`config.mk`:
```
export PLATFORM = sky130hd
export DESIGN_NAME = multicycle_controller
export DESIGN_NICKNAME = d
export VERILOG_FILES = /design/src/rtl/multicycle_controller.sv
export SDC_FILE = /design/constraint.sdc
export NUM_CORES = 1
export LEC_CHECK = 0
export BUFFER_PORTS_ARGS = -buffer_cell sky130_fd_sc_hd__buf_2
export CORE_MARGIN = 2
export CORE_UTILIZATION = 46
export DETAILED_ROUTE_END_ITERATION = 16
export GPL_TIMING_DRIVEN = 0
export PLACE_DENSITY = 0.88
export SYNTH_ARGS = -nofsm -noshare
export SYNTH_HDL_FRONTEND = slang
export SYNTH_SLANG_ARGS = --single-unit
```
`constraint.sdc`:
```
create_clock -name clk -period 1.8 [get_ports clk]
set_clock_uncertainty 0.05 [all_clocks]
set_input_delay 0.09 -clock clk [delete_from_list [all_inputs] [get_ports clk]]
set_output_delay 0.09 -clock clk [all_outputs]
set_load 0.01 [all_outputs]
```
`src/rtl/multicycle_controller.sv`:
```
// Multicycle RV32I control FSM: sequences fetch, decode, address generation,
// execute, memory access and writeback over the shared ALU and memory port.
module multicycle_controller #(
  parameter int unsigned STATE_W = 4
) (
  input  logic       clk,
  input  logic       reset,
  input  logic [6:0] opcode,
  input  logic       branch_taken,
  input  logic       mem_ready,
  output logic       pc_write,
  output logic       adr_src,
  output logic       ir_write,
  output logic       mem_write,
  output logic       reg_write,
  output logic [1:0] result_src,
  output logic [1:0] alu_src_a,
  output logic [1:0] alu_src_b,
  output logic [1:0] alu_type_sel,
  output logic [1:0] imm_sel,
  output logic       instr_retired,
  output logic       illegal_op
);

  localparam logic [6:0] OpR      = 7'b0110011;
  localparam logic [6:0] OpI      = 7'b0010011;
  localparam logic [6:0] OpLoad   = 7'b0000011;
  localparam logic [6:0] OpStore  = 7'b0100011;
  localparam logic [6:0] OpBranch = 7'b1100011;
  localparam logic [6:0] OpJal    = 7'b1101111;

  typedef enum logic [STATE_W-1:0] {
    StFetch    = STATE_W'(0),
    StDecode   = STATE_W'(1),
    StMemAdr   = STATE_W'(2),
    StMemRead  = STATE_W'(3),
    StMemWb    = STATE_W'(4),
    StMemWrite = STATE_W'(5),
    StExecR    = STATE_W'(6),
    StExecI    = STATE_W'(7),
    StAluWb    = STATE_W'(8),
    StBranch   = STATE_W'(9),
    StJal      = STATE_W'(10),
    StTrap     = STATE_W'(11)
  } state_e;

  state_e state_q, state_d;
  logic   illegal_q;
  // Outputs decode from this, so reset shows FETCH mux selects immediately.
  state_e state_eff;

  // Next-state logic.
  always_comb begin
    state_d = StFetch;
    unique case (state_q)
      StFetch:    state_d = mem_ready ? StDecode : StFetch;
      StDecode: begin
        unique case (opcode)
          OpLoad, OpStore: state_d = StMemAdr;
          OpR:             state_d = StExecR;
          OpI:             state_d = StExecI;
          OpBranch:        state_d = StBranch;
          OpJal:           state_d = StJal;
          default:         state_d = StTrap;
        endcase
      end
      StMemAdr:   state_d = (opcode == OpStore) ? StMemWrite : StMemRead;
      StMemRead:  state_d = mem_ready ? StMemWb : StMemRead;
      StMemWb:    state_d = StFetch;
      StMemWrite: state_d = mem_ready ? StFetch : StMemWrite;
      StExecR:    state_d = StAluWb;
      StExecI:    state_d = StAluWb;
      StAluWb:    state_d = StFetch;
      StBranch:   state_d = StFetch;
      StJal:      state_d = StAluWb;
      StTrap:     state_d = StTrap;
      default:    state_d = StFetch;
    endcase
  end

  // State register and sticky trap flag, synchronous reset.
  always_ff @(posedge clk) begin
    if (reset) begin
      state_q   <= StFetch;
      illegal_q <= 1'b0;
    end else begin
      state_q <= state_d;
      if (state_q == StDecode && state_d == StTrap) begin
        illegal_q <= 1'b1;
      end
    end
  end

  assign state_eff = reset ? StFetch : state_q;

  // Datapath controls decoded from the current state; strobes masked by reset.
  always_comb begin
    pc_write      = 1'b0;
    adr_src       = 1'b0;
    ir_write      = 1'b0;
    mem_write     = 1'b0;
    reg_write     = 1'b0;
    result_src    = 2'b00;
    alu_src_a     = 2'b00;
    alu_src_b     = 2'b00;
    alu_type_sel  = 2'b00;
    instr_retired = 1'b0;
    unique case (state_eff)
      StFetch: begin
        alu_src_b  = 2'b10;
        result_src = 2'b10;
        ir_write   = mem_ready;
        pc_write   = mem_ready;
      end
      StDecode: begin
        alu_src_a = 2'b01;
        alu_src_b = 2'b01;
      end
      StMemAdr: begin
        alu_src_a = 2'b10;
        alu_src_b = 2'b01;
      end
      StMemRead: adr_src = 1'b1;
      StMemWb: begin
        result_src    = 2'b01;
        reg_write     = 1'b1;
        instr_retired = 1'b1;
      end
      StMemWrite: begin
        adr_src       = 1'b1;
        mem_write     = 1'b1;
        instr_retired = mem_ready;
      end
      StExecR: begin
        alu_src_a    = 2'b10;
        alu_type_sel = 2'b01;
      end
      StExecI: begin
        alu_src_a    = 2'b10;
        alu_src_b    = 2'b01;
        alu_type_sel = 2'b01;
      end
      StAluWb: begin
        reg_write     = 1'b1;
        instr_retired = 1'b1;
      end
      StBranch: begin
        alu_src_a     = 2'b10;
        alu_type_sel  = 2'b10;
        pc_write      = branch_taken;
        instr_retired = 1'b1;
      end
      StJal: begin
        alu_src_a = 2'b01;
        alu_src_b = 2'b10;
        pc_write  = 1'b1;
      end
      default: ;
    endcase
    if (reset) begin
      pc_write      = 1'b0;
      ir_write      = 1'b0;
      mem_write     = 1'b0;
      reg_write     = 1'b0;
      instr_retired = 1'b0;
    end
  end

  assign illegal_op = illegal_q & ~reset;

  // Immediate format follows the opcode alone.
  always_comb begin
    imm_sel = 2'b00;
    unique case (opcode)
      OpStore:  imm_sel = 2'b01;
      OpBranch: imm_sel = 2'b10;
      OpJal:    imm_sel = 2'b11;
      default:  imm_sel = 2'b00;
    endcase
  end

endmodule
```
# [Yosys cells after proc, flatten, opt, wreduce, memory -nomap -nowiden]
# Index checks and enable logic that the tools add are counted.
[word_totals] reg_bits=5 output_inout_bits=17 wordCells=65
[classes] n_eq_ne=25 mux=23 bitwise=2 reduce_logical=13
[op_table] op="== test 4 x 3 -> 1 bit (second input constant)" count=7
[op_table] op="one-hot mux 4 bit (7 select lines)" count=1
[op_table] op="== test 4 bit (second input constant)" count=6
[op_table] op="one-hot mux 4 bit (5 select lines)" count=1
[op_table] op="== test 4 x 2 -> 1 bit (second input constant)" count=4
[op_table] op="one-hot mux 2 bit (2 select lines)" count=4
[op_table] op="== test 7 x 6 -> 1 bit (second input constant)" count=2
[op_table] op="== test 7 bit (second input constant)" count=2
[op_table] op="OR reduction 2 bit" count=6
[op_table] op="two-way mux 1 bit" count=10
[op_table] op="two-way mux 3 bit" count=3
[op_table] op="OR reduction 3 bit" count=3
[op_table] op="== test 4 x 1 -> 1 bit (second input constant)" count=2
[op_table] op="logical NOT 4 bit" count=2
[op_table] op="== test 7 x 2 -> 1 bit (second input constant)" count=1
[op_table] op="== test 7 x 5 -> 1 bit (second input constant)" count=1
[op_table] op="one-hot mux 2 bit (3 select lines)" count=1
[op_table] op="two-way mux 4 bit" count=1
[op_table] op="OR reduction 4 bit" count=1
[op_table] op="one-hot mux 1 bit (3 select lines)" count=1
[op_table] op="one-hot mux 1 bit (2 select lines)" count=1
[op_table] op="AND 1 bit" count=1
[op_table] op="logical AND 1 bit" count=1
[op_table] op="inverter 1 bit" count=1

# [Depth between registers and ports, before layout]
# Gate-level depths: netlist of the first run.
[depth] word_depth=6 ltp_mapped=6 mapped_depth_nobuf=5

# [Worst setup path after synthesis of the first run]
# Ideal clock, no wire load.
[synth_timing] kind="reg-to-output" start="register state_q[0]" end="output pc_write" arrival_time_ns=1.349 t_required_ns=1.660 path_slack_ns=0.311 stages_incl_launch_ff=5 cell_sequence="dfxtp_1 clkbuf_1 o41ai_2 a21oi_1 nor2_1"
[synth_via] elab_chain_cells=4 elab_cells_between_ends=6 cone_classes="2 x eq/ne; 3 x mux; 1 x reduce/logical"
[synth_lines] element="start: declaration" line="47" source="state_e state_q, state_d;"
[synth_lines] element="start signal: assignment" line="84" source="state_q <= StFetch;"
[synth_lines] element="start signal: assignment" line="87" source="state_q <= state_d;"
[synth_lines] element="two-way mux 4 bit (*)" line="94" source="assign state_eff = reset ? StFetch : state_q;"
[synth_lines] element="== test 4 bit or logical NOT 4 bit (tied branches)" line="108" source="unique case (state_eff)"
[synth_lines] element="one-hot mux 1 bit (3 select lines) (*)" line="108"
[synth_lines] element="two-way mux 1 bit (*)" line="160" source="if (reset) begin"
[synth_lines] element="end: declaration" line="11" source="output logic pc_write,"
# Mark *: on every way between the ends. The rest lies on a longest branch, timed or not.

# [Worst setup path after layout of the first run]
# Same ends and word-level chain as after synthesis.

==> flow_summary.ini, run 1 <==
[timing]
setup-tns-final_ps = 0
slew_headroom_pct = 62.2
period_share_pct = 96.2
period_minus_slack_ps = 1730
max_slew.worst_pin.slew_ps = 559
setup_viol = 0
fmax_mhz = 578
maxSlewViolCount = 0
hold_viol = 0

[critical_path]
worst_setup_path_end_kind = output pin
arrival_ps = 1590
startpoint_type = register
worst_r2r_path_depth = 5
cp.required_ps = 1660
r2r-end = illegal_q$_SDFFE_PP0P_
path_max_fanout = 10
worst_path_most_repeated_cell = buf_2
max_stage_delay_ps = 400
reg2reg_from = state_q[1]$_SDFF_PP0_
rrSetupSlack_ps = 200
critPathKind = reg2out
cp_slowest_cell = o41ai_4
crit_chain = buf_2, o41ai_4, a21oi_1, nor2_1, buf_2

[clock_tree]
numCtsBuffers = 3
clk_pin_slew_ps = 40
htreeDepth = 1
cts_tree = done
cts.sinks = 5
clkLatencyLatePin_ps = 230
root_buffer = clkbuf_4
postCtsSetupBuffers = 0
cts_buffer_depth = 2

[power_and_ir_drop]
pwr-share-seq_pct = 20.9
powerDensity_nw_per_um2 = 1040
intPower_uw = 470
p_comb_share_pct = 64.9
sw_frac_of_total_pct = 46.0
pwr-share-clk_pct = 14.2
leakage_uw = 0.000359
vdd_drop_max_mv = 0.751
power_switching_uw = 401

[min_path]
min-delay-start = reset
hp-class = in2reg
min_to = state_q[1]$_SDFF_PP0_
whs_path_depth = 4

[cells_and_area]
nets = 137
ff_latch_area_um2 = 100
diodes = 0
multiInputGateArea_um2 = 518
syn_to_final_growth_pct = 31.4
drive_gt1_share_pct = 32.8
post-route-util_pct = 64.4
fillCellCount = 136

[synth]
ys_top_cells_by_area = dfxtp_1, nand2b_1, nor2_1, nor2b_1, a21oi_1
seq_area_frac_synth_pct = 15.7
synth-seq-cells = 5
synth_top_area_cell = dfxtp_1
synthTopCellsByCount = nor2_1, nand2_1, nand2b_1, a21oi_1, nor2b_1
synth-main-ff-cell = dfxtp_1
synth_edf_count = 0
netlist.area_leader.share_pct = 15.7
syn_area_per_cell_um2 = 6.79
syn-num-nets = 105
synth_most_common_cell = nor2_1
synth.distinct_cells = 38
synth_area_um2 = 638
netlist_instances = 94
async_reset_ff_share_pct = 0
yosysWarnings = 0

[floorplanning]
dieArea_um2 = 1700
die_w_um = 41.2
initial_core_util_pct = 49.0
rows = 13
die-height_um = 41.2
core_area_um2 = 1300
ioPinCount = 28

[global_route]
grt_pass1_wl_mm = 2.61
grt_use_total_pct = 22.9
grt-ovfl-total = 0
grt_max_degree = 11
grt_pass1_vias = 666
antenna_found_initial = 0

[drt]
antenna_left = 0
drc = 0
routed_via_density = 5.64
drtIter0Drc = 11
vias = 789
wl_per_cell_um = 12.6
firstDrtPassIters = 4
drt-total-wl_mm = 1.76

[job]
cap_violations = 0

[status]
status = finished clean

[placed_design]
gp_congestion = 0.914
post-dp-hpwl_mm = 1.38
portBuffers = 27
==> flip-flops by register name (all words and copies together), names as in the netlist <==
name,cells
illegal_q,1
state_q,4
==> cell type report <==
type                            count  share of cell area [%]
Buffer                              5                    3.43
Sequential cell                     5                    11.9
Tap cell                           15                    2.24
Clock buffer                        4                    3.13
Timing Repair Buffer               27                    16.1
Multi-Input combinational cell     81                    61.8
Inverter                            3                    1.34
==> per-stage QoR <==
stage | hold WS [ps] | std cells | instance area (um2) | total power (uW) | setup WS (ps)
global route | 167 | 140 | 838 | 951 | -10.4
floorplan | 236 | 94 | 638 | 565 | 311
CTS | 148 | 140 | 822 | 852 | 46.4
global placement | 409 | 136 | 792 | 697 | 207
detailed placement | 402 | 136 | 792 | 714 | 154
finish | 156 | 140 | 838 | 870 | 68.7
==> what timing repair did <==
action | CTS | global route
hold buffers | 0 | 0
setup endpoints to repair | 4 | 4
cloned | 0 | 0
gates resized for setup | 3 | 6
==> layout by cell type, fill, tap and decap left out, drive strengths merged <==
cell     count
nand2b       9
a21oi        7
a31o         1
o21ai        2
nand4bb      1
mux2i        1
nand3        1
o32a         1
a31oi        2
inv          3
nor2b        6
o21ba        1
or4          1
or3          1
o41ai        1
o22ai        1
nor4         2
a2111oi      1
buf         30
nor4b        1
nand3b       1
dfxtp        5
o211ai       1
and2         2
nor3         5
clkbuf       6
o2111ai      1
nand4        1
or2          3
a22oi        2
nor3b        2
nor2        12
mux2         1
a211o        1
nand2        9
==> layer usage <==
| layer | up-vias | track usage, % | share of wire [%] |
|---|---|---|---|
| met5 | - | 0 | 0 |
| li1 | 407 | - | - |
| met3 | 0 | 3.26 | 3.4 |
| met4 | 0 | 11.3 | 0 |
| met1 | 360 | 30.3 | 43 |
| met2 | 22 | 35.9 | 53 |
==> power by group through the flow <==
stage	Clock [uW]	Combinational (uW)	Sequential, uW
floorplan	0	394	171
global placement	0	516	180
detailed placement	0	531	183
CTS	132	538	181
global route	135	630	186
finish	124	565	182
==> how the worst max path moves through the flow <==
stage                          start                endpoint  slack, ps  cells after the start
2_1_floorplan  state_q[0]$_SDFF_PP0_                pc_write        310                      4
3_3_place_gp   state_q[2]$_SDFF_PP0_  illegal_q$_SDFFE_PP0P_        210                      5
3_5_place_dp   state_q[2]$_SDFF_PP0_  illegal_q$_SDFFE_PP0P_        150                      5
4_1_cts        state_q[0]$_SDFF_PP0_                pc_write         50                      5
5_1_grt        state_q[0]$_SDFF_PP0_                pc_write        -10                      5
6_report       state_q[0]$_SDFF_PP0_                pc_write         70                      5
==> kinds of logic (layout without fill, tap and decap cells) <==
group | after synthesis | in the layout | share of synthesized area, %
AOI/OAI and AO/OA | 22 | 22 | 24.7
DFF | 5 | 5 | 15.7
and+or+nand+nor | 57 | 57 | 51.4
muxes | 2 | 2 | 3.33
buffers and inverters | 8 | 39 | 4.90
==> worst max-delay path, delay by kind of cell (launching register included) <==
kind,cells,cell delay (ps)
and+or+nand+nor,1,100
DFF,1,370
AOI/OAI and AO/OA,2,530
buffers and inverters,2,350
Note: power is estimated with default switching activity, not from simulation.
==> inputs of run 2 (changes only) <==
CORE_UTILIZATION = 48   (was 46)
CTS_BUF_LIST = sky130_fd_sc_hd__clkbuf_8   (was unset)
PLACE_DENSITY = 0.91   (was 0.88)
==> flow_summary.ini, run 2 (synthesis results as in run 1) <==
[status]
status = finished clean

[critical_path]
arrival_ps = 1590
worst_setup_path_end_kind = output pin
critPathKind = reg2out
cp.required_ps = 1660
path_max_fanout = 10
startpoint_type = register

[clock_tree]
htreeDepth = 1
cts_tree = done
postCtsSetupBuffers = 0
root_buffer = clkbuf_8
ctsHoldBuffers = 0
cts.sinks = 5
clkLatencyLatePin_ps = 220
clk_pin_slew_ps = 30
numCtsBuffers = 3
cts_buffer_depth = 2

[timing]
setup_viol = 0
max_slew.worst_pin.slew_ps = 602
maxSlewViolCount = 0
hold_slack_ps = 172
fmax_mhz = 579
setup-tns-final_ps = 0
period_share_pct = 96.0
rsz0062_at_grt = no
period_minus_slack_ps = 1730
slew_headroom_pct = 59.3
hold_viol = 0

[power_and_ir_drop]
sw_frac_of_total_pct = 43.4
pwr-share-seq_pct = 20.1
intPower_uw = 525
pwr-share-clk_pct = 21.5
vdd_drop_max_mv = 0.879
powerDensity_nw_per_um2 = 1100
power_switching_uw = 403
p_comb_share_pct = 58.4
power.total_uw = 928
leakage_uw = 0.000366

[cells_and_area]
drive_gt1_share_pct = 33.6
nets = 137
largest_register_ff_count = 4
post-route-util_pct = 66.8
largest_registers = state_q (4), illegal_q (1)
syn_to_final_growth_pct = 32.7
layout_commonest_cell = buf_2
final_cell_mix = buf_2, nor2_1, nand2_1, nand2b_1, a21oi_1
diodes = 0
regMostFlops = state_q

[placed_design]
post-dp-hpwl_mm = 1.34
portBuffers = 27
gp_congestion = 0.815

[drt]
antenna_left = 0
vias = 807
firstDrtPassIters = 4
wl_per_cell_um = 12.6
routed_via_density = 5.76
drtIter0Drc = 32
drt-total-wl_mm = 1.77
drc = 0

[global_route]
antenna_found_initial = 0
grt-ovfl-total = 0
grt_use_total_pct = 23.6
grt_max_degree = 11
grt_pass1_wl_mm = 2.57
grt_pass1_vias = 619

[floorplanning]
initial_core_util_pct = 50.3
die_w_um = 40.5
rows = 13
dieArea_um2 = 1640
die-height_um = 40.5
ioPinCount = 28
core_area_um2 = 1270

[job]
cap_violations = 0

[min_path]
hp-class = in2reg
[run 2: cell types whose count changed in the layout (fill, tap and decap cells not counted)]
cell / change
dfxtp_1: -1
o41ai_4: -1
dfxtp_2: +1
clkbuf_2: +2
buf_4: -1
clkbuf_4: -2
clkbuf_1: -1
inv_1: +1
clkbuf_8: +3
buf_2: -2
o41ai_2: +1
[run 2: per-stage QoR]
stage          setup slack, ps  std cells  instance area, um2
3_3_place_gp               183        136                 792
4_1_cts                  0.388        140                 838
3_5_place_dp               122        136                 792
5_1_grt                   18.4        140                 847
2_1_floorplan              311         94                 638
6_report                  71.8        140                 847
[run 2: path summary, 6_finish.rpt]
kind | start | to | slack (ps) | cells after the start
hold / removal | reset | state_q[1]$_SDFF_PP0_ | 170 | 4
hold reg to reg | illegal_q$_SDFFE_PP0P_ | illegal_q$_SDFFE_PP0P_ | 540 | 2
setup reg to reg | state_q[0]$_SDFF_PP0_ | illegal_q$_SDFFE_PP0P_ | 180 | 4
setup / recovery | state_q[2]$_SDFF_PP0_ | instr_retired | 70 | 5
[run 2: power by group through the flow]
stage          clock network, uW  registers (uW)  logic (uW)
6_report                     199             186         542
5_1_grt                      219             190         605
4_1_cts                      205             180         531
3_5_place_dp                   0             182         528
3_3_place_gp                   0             181         510
2_1_floorplan                  0             171         394
[run 2: critical path, cell delays in order (launching register included)]
cell and delay (ps):
dfxtp_1 390, clkbuf_4 230, nand2_1 120, o21ai_0 170
nor3b_1 260, buf_2 200
[run 2: layer usage]
metal	share of wire, %	vias up	wire (um)	track usage (%)
li1	-	408	-	-
met1	44	368	769	28.9
met2	51	31	896	38.5
met3	5.6	0	99	3.89
met4	0	0	0	13.3
met5	0	-	0	0
[run 2: layout make-up]
| type | instances | area [um2] |
|---|---|---|
| multi-input cells | 81 | 507 |
| flip-flops and latches | 5 | 101 |
| well taps | 15 | 18.8 |
| inverters | 3 | 11.3 |
| repair buffers | 27 | 135 |
| clock buffers | 3 | 41.3 |
| plain buffers | 5 | 28.8 |
| clock inverters | 1 | 3.75 |
| fillers | 114 | 422 |
[run 2: what timing repair did]
item / CTS / global route
cloned: 0 / 0
gates resized for setup: 1 / 7
endpoints found under the setup margin: 2 / 5
pin swaps: 0 / 0
==> inputs of run 3 (changes only) <==
CELL_PAD_IN_SITES_DETAIL_PLACEMENT = 0   (was unset)
CELL_PAD_IN_SITES_GLOBAL_PLACEMENT = 2   (was unset)
CORE_ASPECT_RATIO = 0.7   (was unset)
CORE_UTILIZATION = 24   (was 48)
PLACE_DENSITY = 0.89   (was 0.91)
==> flow_summary.ini, run 3 (synthesis results as in run 1) <==
[floorplanning]
initial_core_util_pct = 25.6
ioPinCount = 28
dieArea_um2 = 3090
die_w_um = 65.6
die-height_um = 47.1
rows = 15
core_area_um2 = 2500

[power_and_ir_drop]
sw_frac_of_total_pct = 43.7
intPower_uw = 534
power.total_uw = 948
p_comb_share_pct = 58.9
pwr-share-clk_pct = 21.4
powerDensity_nw_per_um2 = 1080
power_switching_uw = 414
vdd_drop_max_mv = 0.512
pwr-share-seq_pct = 19.7
leakage_uw = 0.000369

[min_path]
hp-class = in2reg

[clock_tree]
cts_tree = done
numCtsBuffers = 3
clkLatencyLatePin_ps = 220
ctsHoldBuffers = 0
clk_pin_slew_ps = 40
htreeDepth = 1
root_buffer = clkbuf_8
cts_buffer_depth = 2
cts.sinks = 5

[drt]
antenna_left = 0
vias = 769
drtIter0Drc = 44
drt-total-wl_mm = 2.05
drc = 0
firstDrtPassIters = 4
wl_per_cell_um = 12.9
routed_via_density = 4.84

[placed_design]
portBuffers = 27
place_area_um2 = 816
post-dp-hpwl_mm = 1.60
gp_congestion = 0.797

[global_route]
met2_usage_pct = 19.4
grt_use_met3_pct = 4.80
met1_usage_pct = 20.4
grt-ovfl-total = 0
grt_pass1_vias = 665
antenna_found_initial = 0
grt_busiest_layer = met1
grt_max_degree = 11
grt_use_total_pct = 13.8
grt_pass1_wl_mm = 3.18

[cells_and_area]
layout_commonest_cell = buf_2
largest_registers = state_q (4), illegal_q (1)
drive_gt1_share_pct = 35.2
stdcell_area_um2 = 877
largest_register_ff_count = 4
regMostFlops = state_q
syn_to_final_growth_pct = 37.5
diodes = 0
final_cell_mix = buf_2, nor2_1, nand2_1, nand2b_1, a21oi_1
nets = 137

[timing]
period_share_pct = 93.0
slew_headroom_pct = 60.7
setup_viol = 0
max_slew.worst_pin.slew_ps = 581
rsz0062_at_grt = no
period_minus_slack_ps = 1670
setup-tns-final_ps = 0
hold_viol = 0
maxSlewViolCount = 0
fmax_mhz = 598

[critical_path]
path_max_fanout = 10
arrival_ps = 1530
startpoint_type = register
worst_setup_path_end_kind = output pin
critPathKind = reg2out
cp.required_ps = 1660

[job]
cap_violations = 0

[status]
status = finished clean
[run 3: cell count changes in the layout (fill, tap and decap cells not counted), sizes merged]
cell	change
buf	+3
clkbuf	-3
[run 3: power by group through the flow]
stage                     Sequential [uW]  Combinational (uW)  Clock (uW)
after floorplan                       171                 394           0
after global placement                185                 529           0
after detailed placement              184                 540           0
after CTS                             183                 546         206
after global routing                  195                 619         216
final                                 186                 558         203
[run 3: area by class of cell]
cell class | count | area [um2]
Fill cell | 278 | 1620
Multi-Input combinational cell | 81 | 509
Timing Repair Buffer | 27 | 135
Sequential cell | 5 | 103
Tap cell | 34 | 42.5
Clock buffer | 3 | 41.3
Buffer | 5 | 31.3
Inverter | 3 | 11.3
Clock inverter | 1 | 3.75
[run 3: per-stage QoR]
step                      util (%)  std cells  hold slack (ps)  worst slack [ps]
after floorplan                  -         94              236               311
after global placement        32.7        155              432              76.5
after detailed placement      32.7        155              426              59.4
after CTS                     34.6        159              193              48.6
after global routing          35.1        159              220              23.8
final                         35.1        159              202               127
[run 3: critical path: stages (launching register included)]
cell,delay (ps)
dfxtp_1,410
buf_4,210
nand2b_2,170
and2_1,160
a21oi_1,70
nor3_1,130
buf_2,160
[run 3: per-layer routing]
layer	vias to the layer above	routed length (um)
met5	-	0
met1	344	1030
met3	2	130
met2	20	879
li1	403	-
met4	0	6
[run 3: path summary, 6_finish.rpt]
kind                                 end  cells after the start                   start  slack [ps]
hold / removal     state_q[1]$_SDFF_PP0_                      4                   reset         200
hold reg to reg   illegal_q$_SDFFE_PP0P_                      2  illegal_q$_SDFFE_PP0P_         560
setup / recovery            alu_src_b[0]                      6   state_q[1]$_SDFF_PP0_         130
setup reg to reg  illegal_q$_SDFFE_PP0P_                      5   state_q[1]$_SDFF_PP0_         190
[run 3: timing repair]
action                     4_1_cts  5_1_grt
buffers inserted                 0        0
setup endpoints to repair        6        3
gates resized for setup          3       10
